## config.mk

```make
export PLATFORM = sky130hd
export DESIGN_NAME = filter_matrix_stream
export DESIGN_NICKNAME = d
export VERILOG_FILES = /design/src/rtl/filter_matrix_stream.sv
export SDC_FILE = /design/constraint.sdc
export NUM_CORES = 1
export LEC_CHECK = 0
export BUFFER_PORTS_ARGS = -buffer_cell sky130_fd_sc_hd__buf_2
export CAP_MARGIN = 20
export CORE_MARGIN = 8
export CORE_UTILIZATION = 30
export DETAILED_ROUTE_END_ITERATION = 8
export GPL_TIMING_DRIVEN = 0
export HOLD_SLACK_MARGIN = 0.12
export PLACE_DENSITY = 0.61
export SETUP_SLACK_MARGIN = 0.5
export SLEW_MARGIN = 0
export SYNTH_ARGS = -nofsm -noshare
export SYNTH_HDL_FRONTEND = slang
export SYNTH_SLANG_ARGS = --single-unit
```

## constraint.sdc

```tcl
create_clock -name clk -period 12.3 [get_ports clk]
set_input_delay 0.615 -clock clk [delete_from_list [all_inputs] [get_ports clk]]
set_output_delay 0.615 -clock clk [all_outputs]
set_load 0.02 [all_outputs]
```

## src/rtl/filter_matrix_stream.sv

```systemverilog
// Row-serial activation/weight pair matrix: latches one frame of N activation and N weight
// division results, streams the N x N pair matrix one row per beat, then reports the drop count.
module filter_matrix_stream #(
  parameter int N  = 6,
  parameter int OW = 3,
  parameter int WW = 4,
  localparam int CW = $clog2(N*N+1),
  localparam int RW = $clog2(N)
) (
  input  logic                  clk,
  input  logic                  reset,
  input  logic                  in_valid,
  output logic                  in_ready,
  input  logic [3:0]            m,
  input  logic                  sym_en,
  input  logic [N-1:0]          div_bit_a,
  input  logic [N-1:0]          div_bit_w,
  input  logic [N*WW-1:0]       div_weight_a,
  input  logic [N*WW-1:0]       div_weight_w,
  input  logic [N*OW-1:0]       div_out_a,
  input  logic [N*OW-1:0]       div_out_w,
  output logic                  out_valid,
  input  logic                  out_ready,
  output logic [RW-1:0]         out_row,
  output logic                  out_last,
  output logic [N*2*OW-1:0]     filt_out,
  output logic [N*(WW+1)-1:0]   filt_weight,
  output logic [N-1:0]          filt_bit,
  output logic [N-1:0]          drop,
  output logic [CW-1:0]         drop_cnt,
  output logic                  cnt_valid
);

  localparam int CMPW = (WW + 1 > 4) ? WW + 1 : 4;

  typedef enum logic [1:0] {IDLE, RUN, DONE} state_t;

  state_t          state, stateNext;
  logic [RW-1:0]   rowIdx;
  logic [N-1:0]    bitA, bitW;
  logic [WW-1:0]   wA [N];
  logic [WW-1:0]   wW [N];
  logic [OW-1:0]   oA [N];
  logic [OW-1:0]   oW [N];
  logic [3:0]      mReg;
  logic            symReg;
  logic            accept, beatDone, lastBeat;
  logic [CW-1:0]   popCount;
  logic            pairSwap [N];
  logic            pairBit  [N];
  logic [WW:0]     pairSum  [N];

  assign in_ready  = (state == IDLE);
  assign out_valid = (state == RUN);
  assign cnt_valid = (state == DONE);
  assign accept    = in_valid & in_ready;
  assign beatDone  = out_valid & out_ready;
  assign lastBeat  = (rowIdx == RW'(N-1));
  assign out_last  = lastBeat & out_valid;
  assign out_row   = rowIdx;

  always_comb begin
    stateNext = state;
    case (state)
      IDLE:    if (accept) stateNext = RUN;
      RUN:     if (beatDone && lastBeat) stateNext = DONE;
      DONE:    stateNext = IDLE;
      default: stateNext = IDLE;
    endcase
  end

  always_ff @(posedge clk or negedge reset) begin
    if (!reset) state <= IDLE;
    else        state <= stateNext;
  end

  // The whole frame, including threshold and symmetry mode, is frozen at accept.
  always_ff @(posedge clk or negedge reset) begin
    if (!reset) begin
      bitA   <= '0;
      bitW   <= '0;
      mReg   <= '0;
      symReg <= 1'b0;
      for (int k = 0; k < N; k++) begin
        wA[k] <= '0;
        wW[k] <= '0;
        oA[k] <= '0;
        oW[k] <= '0;
      end
    end else if (accept) begin
      bitA   <= div_bit_a;
      bitW   <= div_bit_w;
      mReg   <= m;
      symReg <= sym_en;
      for (int k = 0; k < N; k++) begin
        wA[k] <= div_weight_a[k*WW +: WW];
        wW[k] <= div_weight_w[k*WW +: WW];
        oA[k] <= div_out_a[k*OW +: OW];
        oW[k] <= div_out_w[k*OW +: OW];
      end
    end
  end

  always_ff @(posedge clk or negedge reset) begin
    if (!reset) begin
      rowIdx   <= '0;
      drop_cnt <= '0;
    end else if (accept) begin
      rowIdx   <= '0;
      drop_cnt <= '0;
    end else if (beatDone) begin
      rowIdx   <= lastBeat ? '0 : rowIdx + RW'(1);
      drop_cnt <= drop_cnt + popCount;
    end
  end

  // Below the diagonal in symmetric mode, bit/weight/drop come from the transposed pair.
  always_comb begin
    filt_out    = '0;
    filt_weight = '0;
    filt_bit    = '0;
    drop        = '0;
    popCount    = '0;
    for (int j = 0; j < N; j++) begin
      pairSwap[j] = symReg && (rowIdx > RW'(j));
      pairBit[j]  = pairSwap[j] ? (bitA[j] & bitW[rowIdx]) : (bitA[rowIdx] & bitW[j]);
      pairSum[j]  = pairSwap[j] ? ({1'b0, wA[j]} + {1'b0, wW[rowIdx]})
                                : ({1'b0, wA[rowIdx]} + {1'b0, wW[j]});
      if (out_valid) begin
        filt_out[j*2*OW +: 2*OW]      = {oA[rowIdx], oW[j]};
        filt_weight[j*(WW+1) +: WW+1] = pairSum[j];
        filt_bit[j]                   = pairBit[j];
        drop[j]                       = ~pairBit[j] | (CMPW'(pairSum[j]) < CMPW'(mReg));
        popCount                      = popCount + CW'(drop[j]);
      end
    end
  end

endmodule
```

**Word-level counts from Yosys, hierarchy flattened**

Cells that the tools add are included.

- Register bits: 112
- Input bits: 105
- Logic and storage cells: 170

- $add $sub $neg: 19
- $lt $le $gt $ge: 14
- Equality and inequality tests: 5
- Muxes and demuxes: 63
- Bitwise operators: 28
- Reduce and logical (&&, ||, !) cells: 10

Operator list:

| kind | count |
|---|---|
| $mux W6 | 13 |
| $add A4 B4 Y5 | 12 |
| $mux W5 | 12 |
| $add A6 B1 Y6 | 5 |
| $lt A5 B4 Y1 | 6 |
| $bmux W4 S3 | 2 |
| $mux W1 | 21 |
| $mux W4 | 4 |
| $and A1 B1 Y1 | 15 |
| $mux W3 | 5 |
| $bmux W3 S3 | 1 |
| $logic_and A1 B1 Y1 | 7 |
| $add A6 B6 Y6 | 1 |
| $bmux W1 S3 | 2 |
| $gt A3 B1 Y1 const B | 2 |
| $gt A3 B2 Y1 const B | 2 |
| $gt A3 B3 Y1 const B | 2 |
| $not A1 Y1 | 6 |
| $or A1 B1 Y1 | 6 |
| $ge A4 B4 Y1 const B | 1 |
| $lt A3 B4 Y1 const B | 1 |
| $mux W2 | 2 |
| $ne A2 B1 Y1 const B | 2 |
| $not A3 Y4 | 1 |
| 8 further kinds | 8 |

**Logic depth before layout (Yosys ltp)**

- Depth after elaboration: 22
- Mapped depth: 39

**Least setup slack after synthesis**

OpenSTA, ideal clock, no wires.

- Path kind: reg-to-reg
- Start: register rowIdx[0] (netlist: out_row[0])
- End: register drop_cnt[5]
- Arrival: 7.189 ns
- Data required time: 12.222 ns
- Setup slack: 5.034 ns
- Stages on the path, launching flop included: 37
- Buffers on the path: 5
- Period minus slack after synthesis: 7.266 ns
- Cell sequence: dfrtp_1 > buf_6 > buf_8 > clkbuf_1 > clkbuf_1 > clkbuf_1 > a31oi_1 > o22ai_1 > ha_1 > inv_1 > fa_1 > xnor2_1 > nor2_1 > a21oi_1 > ha_1 > a21oi_1 > and2_1 > a221oi_1 > o41ai_2 > xnor2_1 > nor2_1 > ha_1 > and2_1 > ha_1 > and2_1 > ha_1 > ha_1 > and2_1 > ha_1 > and2_1 > ha_1 > a21o_1 > a21oi_1 > o21bai_1 > a21oi_1 > o21ai_0 > a21oi_1

- Word-level cells in the longest chain between the ends: 22
- Elaborated cells between the ends (all ways): 91
- Those cells by class: add/sub (18); order compare (12); mux (30); bitwise (25); reduce/logical (6)

Ends and longest elaborated chain:

| item | line | text |
|---|---|---|
| start, declared | 39 | `logic [RW-1:0] rowIdx;` |
| start signal, assigned | 112 | `rowIdx <= lastBeat ? '0 : rowIdx + RW'(1);` |
| $not A3 Y4 (not written as such) | 127, 128 |  |
| $bmux W4 S3 (on tied branches) | 128, 127 |  |
| $mux W4 (on tied branches) (2 in series) | 128, 127 |  |
| $add A4 B4 Y5 (on tied branches) | 128, 127 |  |
| $mux W5 | 127 | `pairSum[j] = pairSwap[j] ? ({1'b0, wA[j]} + {1'b0, wW[rowIdx]})` |
| $lt A5 B4 Y1 | 133 | `drop[j] = ~pairBit[j] \| (CMPW'(pairSum[j]) < CMPW'(mReg));` |
| $or A1 B1 Y1 | 133 |  |
| $mux W1 | 129 | `if (out_valid) begin` |
| (+5 left out) | -- |  |
| $mux W6 | 129 |  |
| $add A6 B1 Y6 | 134 | `popCount = popCount + CW'(drop[j]);` |
| $mux W6 | 129 |  |
| $add A6 B1 Y6 | 134 |  |
| $mux W6 * | 129 |  |
| $add A6 B6 Y6 * | 113 | `drop_cnt <= drop_cnt + popCount;` |
| $mux W6 * | 111 | `end else if (beatDone) begin` |
| $mux W6 * | 108 | `end else if (accept) begin` |
| end signal, assigned | 113 |  |
| end, declared | 30 | `output logic [CW-1:0] drop_cnt,` |

Every way passes the cells marked *; elsewhere a longest branch is shown, timed or not. The select of a mux whose other input is x is not followed.
A chain may end at the register's enable or synchronous reset.

**Final worst setup path**

Ends and elaborated chain as after synthesis.

==> results by group <==
Status
  – Status: completed

Global route
  – GR Util All Layers: 0.168
  – Remaining Overflow, GRT: 0
  – Largest net degree at the start of global routing: 70
  – Vias in the first global route: slightly below 7000
  – Initial antenna violation count: 1
  – Global-route wire length before repair: between 40 and 50 mm

Yosys
  – Yosys warns: 0
  – Syn_area_per_cell: around 10 sq um
  – Commonest cells in the netlist: 112 x dfrtp_1, 104 x mux2_2, 80 x ha_1
  – Ys async rst share: 1.00
  – Cell with the most instances after synthesis: dfrtp_1
  – Post-Synthesis Net Count: about 980
  – Share of Yosys cell area claimed by the top area cell type: 0.348
  – Top cells by area, synth: dfrtp_1 35%, mux2_2 15%, ha_1 12%, and2_1 4.7%, fa_1 3.2%
  – Cell area after synthesis: roughly 8100 sq um
  – Area leader, netlist: dfrtp_1
  – Post-synth EDFFs: 0
  – Sequential area share after synthesis: 0.348
  – Prevailing post-synth register cell: dfrtp_1
  – Synthesized instance count: 780
  – Synth cell types: between 50 and 60
  – Yosys reg bits: between 100 and 150

Floorplan
  – IO Count: 196
  – Row cnt: 60
  – Initial Util: 0.302
  – Core box area: ~27000 sq um
  – Die Wd: between 150 and 200 microns
  – Chip Height: 180 microns
  – DIE AREA: around 32000 sq um

Timing
  – Final setup TNS: 0 ns
  – Clock skew: 0.0147 ns
  – Worst slew pin tran: ~1.1 ns
  – RSZ-0062 raised after global routing: false
  – Hold Vio Cnt, Final: 0
  – Slew Limit Fails: 0
  – Period utilization: 0.725
  – Slew HR: 0.275
  – F_max: 112 MHz
  – Finish-stage setup viols: 0
  – Final Critical Period: around 8.9 ns

Finish
  – Reg area: ~2800 sq um
  – Multi-input gate area: just under 5000 sq um
  – Post-Layout Cell Count: ~1300
  – Finished Cell Area: 9840 sq um
  – Final-layout fill cell count: 2668
  – Antenna Cells: 0
  – Nets: 1186
  – Area delta synth->final: 22.2%
  – Layout cell share with drive strength beyond 1: 0.351

Clock network
  – CTS tree: done
  – Clk_lat worst skew: roughly 0.38 ns
  – Post-CTS sizing: 0
  – H-Tree Depth: 3
  – Root Driver: clkbuf_16
  – Clock slew at reported path FFs: about 0.090 ns
  – Cts hold-fix bufs: 0
  – CTS sink count: roughly 110
  – Post-CTS Setup Bufs: 0
  – Cts bufs inserted: 9
  – Max Buffers Root-to-Sink: 2

Setup path
  – Depth of the worst register-to-register path: 36
  – Worst EP arrival: 9.22 ns
  – FF-to-FF setup slack: approximately 3.4 ns
  – Worst Path Buf+Inv: 6
  – Slowest stage delay, CP: around 0.67 ns
  – R2R Path Start: out_row[0]
  – Worst reg2reg path endpoint: drop_cnt[5]
  – CP max stage cell: o22ai_1
  – Crit Path Max Fanout: 10
  – CP startpoint kind: flip-flop
  – CP dominant cell by count: ha_1
  – Worst Setup End Kind: flip-flop
  – Top delay family on crit path: compound AO/OA/AOI/OAI gates
  – Worst setup path class: flip-flop to flip-flop
  – Req. time, crit path: about 13 ns

Detailed routing
  – Via count: roughly 6700
  – Routed Antenna Nets: 0
  – WL/cell: slightly above 20 microns
  – Final WL: 27.4 mm
  – DRC: 0
  – Vias per cell: roughly 5.0
  – Drt pass-1 iters: 5
  – DR iter-0 viols: 476

Hold path
  – Min-delay worst type: input pin to async pin

Placement
  – Post-DP HPWL: approximately 22 mm
  – Placed cell count: roughly 1300
  – I/O Buffers: 195
  – Post-DP Area: approximately 9500 sq um
  – Gpl congestion: 0.928

Job
  – Max-cap violation count: 0
==> layer usage <==
metal / wire length, microns / global-route usage
met5: 13 / 0
met4: 840 / 0.0730
met3: 1970 / 0.0355
met2: 12300 / 0.265
met1: 12300 / 0.221
==> stage by stage <==
stage | worst slack (ns) | util | hold WS [ns]
after floorplan | 5.03 | - | 0.319
after global placement | 3.50 | 0.355 | 0.481
after detailed placement | 3.45 | 0.357 | 0.487
after CTS | 3.40 | 0.369 | 0.170
after global routing | 2.76 | 0.369 | 0.190
final | 3.39 | 0.369 | 0.160
==> how the worst max path moves through the flow <==
stage | endpoint | slack (ns) | startpoint | depth (start not counted)
final | drop_cnt[5] | 3.39 | out_row[0] | 36
after detailed placement | drop_cnt[5] | 3.45 | out_row[0] | 36
after global routing | drop_cnt[5] | 2.76 | out_row[0] | 36
after floorplan | drop_cnt[5] | 5.03 | out_row[0] | 36
after global placement | drop_cnt[5] | 3.50 | out_row[0] | 36
after CTS | drop_cnt[5] | 3.40 | out_row[0] | 36
==> cell type report <==
cell class | count | area share
Inverter | 29 | 0.0111
Clock buffer | 10 | 0.0243
Buffer | 50 | 0.0270
Tap cell | 341 | 0.0434
Sequential cell | 112 | 0.285
Multi-Input combinational cell | 589 | 0.496
Clock inverter | 6 | 0.0100
Timing Repair Buffer | 197 | 0.104
==> logic make-up after synthesis <==
family,after synthesis,share of synthesized area
AND/OR/NAND/NOR,177,0.111
multiplexers,118,0.169
AO/OA/AOI/OAI,169,0.134
XOR/XNOR,32,0.0348
buffers and inverters,79,0.0464
adder cells (fa/ha/maj),93,0.157
flip-flops,112,0.348
==> cells in the final DEF, fill, tap and decap left out, types with 3 or more instances in the layout <==
| cell type | count |
|---|---|
| a211oi_1 | 5 |
| a21o_1 | 24 |
| a21oi_1 | 50 |
| a22oi_1 | 8 |
| a31oi_1 | 5 |
| and2_1 | 61 |
| buf_1 | 3 |
| buf_2 | 196 |
| buf_4 | 15 |
| buf_6 | 3 |
| clkbuf_1 | 28 |
| clkbuf_16 | 9 |
| dfrtp_1 | 112 |
| fa_1 | 13 |
| ha_1 | 80 |
| inv_1 | 28 |
| mux2_2 | 104 |
| mux2i_1 | 9 |
| nand2_1 | 55 |
| nand2b_1 | 3 |
| nand3_1 | 6 |
| nor2_1 | 30 |
| nor2b_1 | 8 |
| nor3_1 | 3 |
| nor3b_1 | 3 |
| o21a_1 | 5 |
| o21ai_0 | 37 |
| o22ai_1 | 8 |
| o31ai_1 | 5 |
| o32ai_1 | 4 |
| xnor2_1 | 22 |
| xor2_1 | 10 |
==> registers in the layout, indices dropped and copies added (netlist names) <==
register  flops
drop_cnt      6
wW           24
wA           24
oW           18
bitW          6
bitA          6
oA           18
state         2
out_row       3
symReg        1
mReg          4
Power is left out: the tool's default activity adds up to more than one toggle a clock period on the data nets, which glitch-free logic cannot reach.
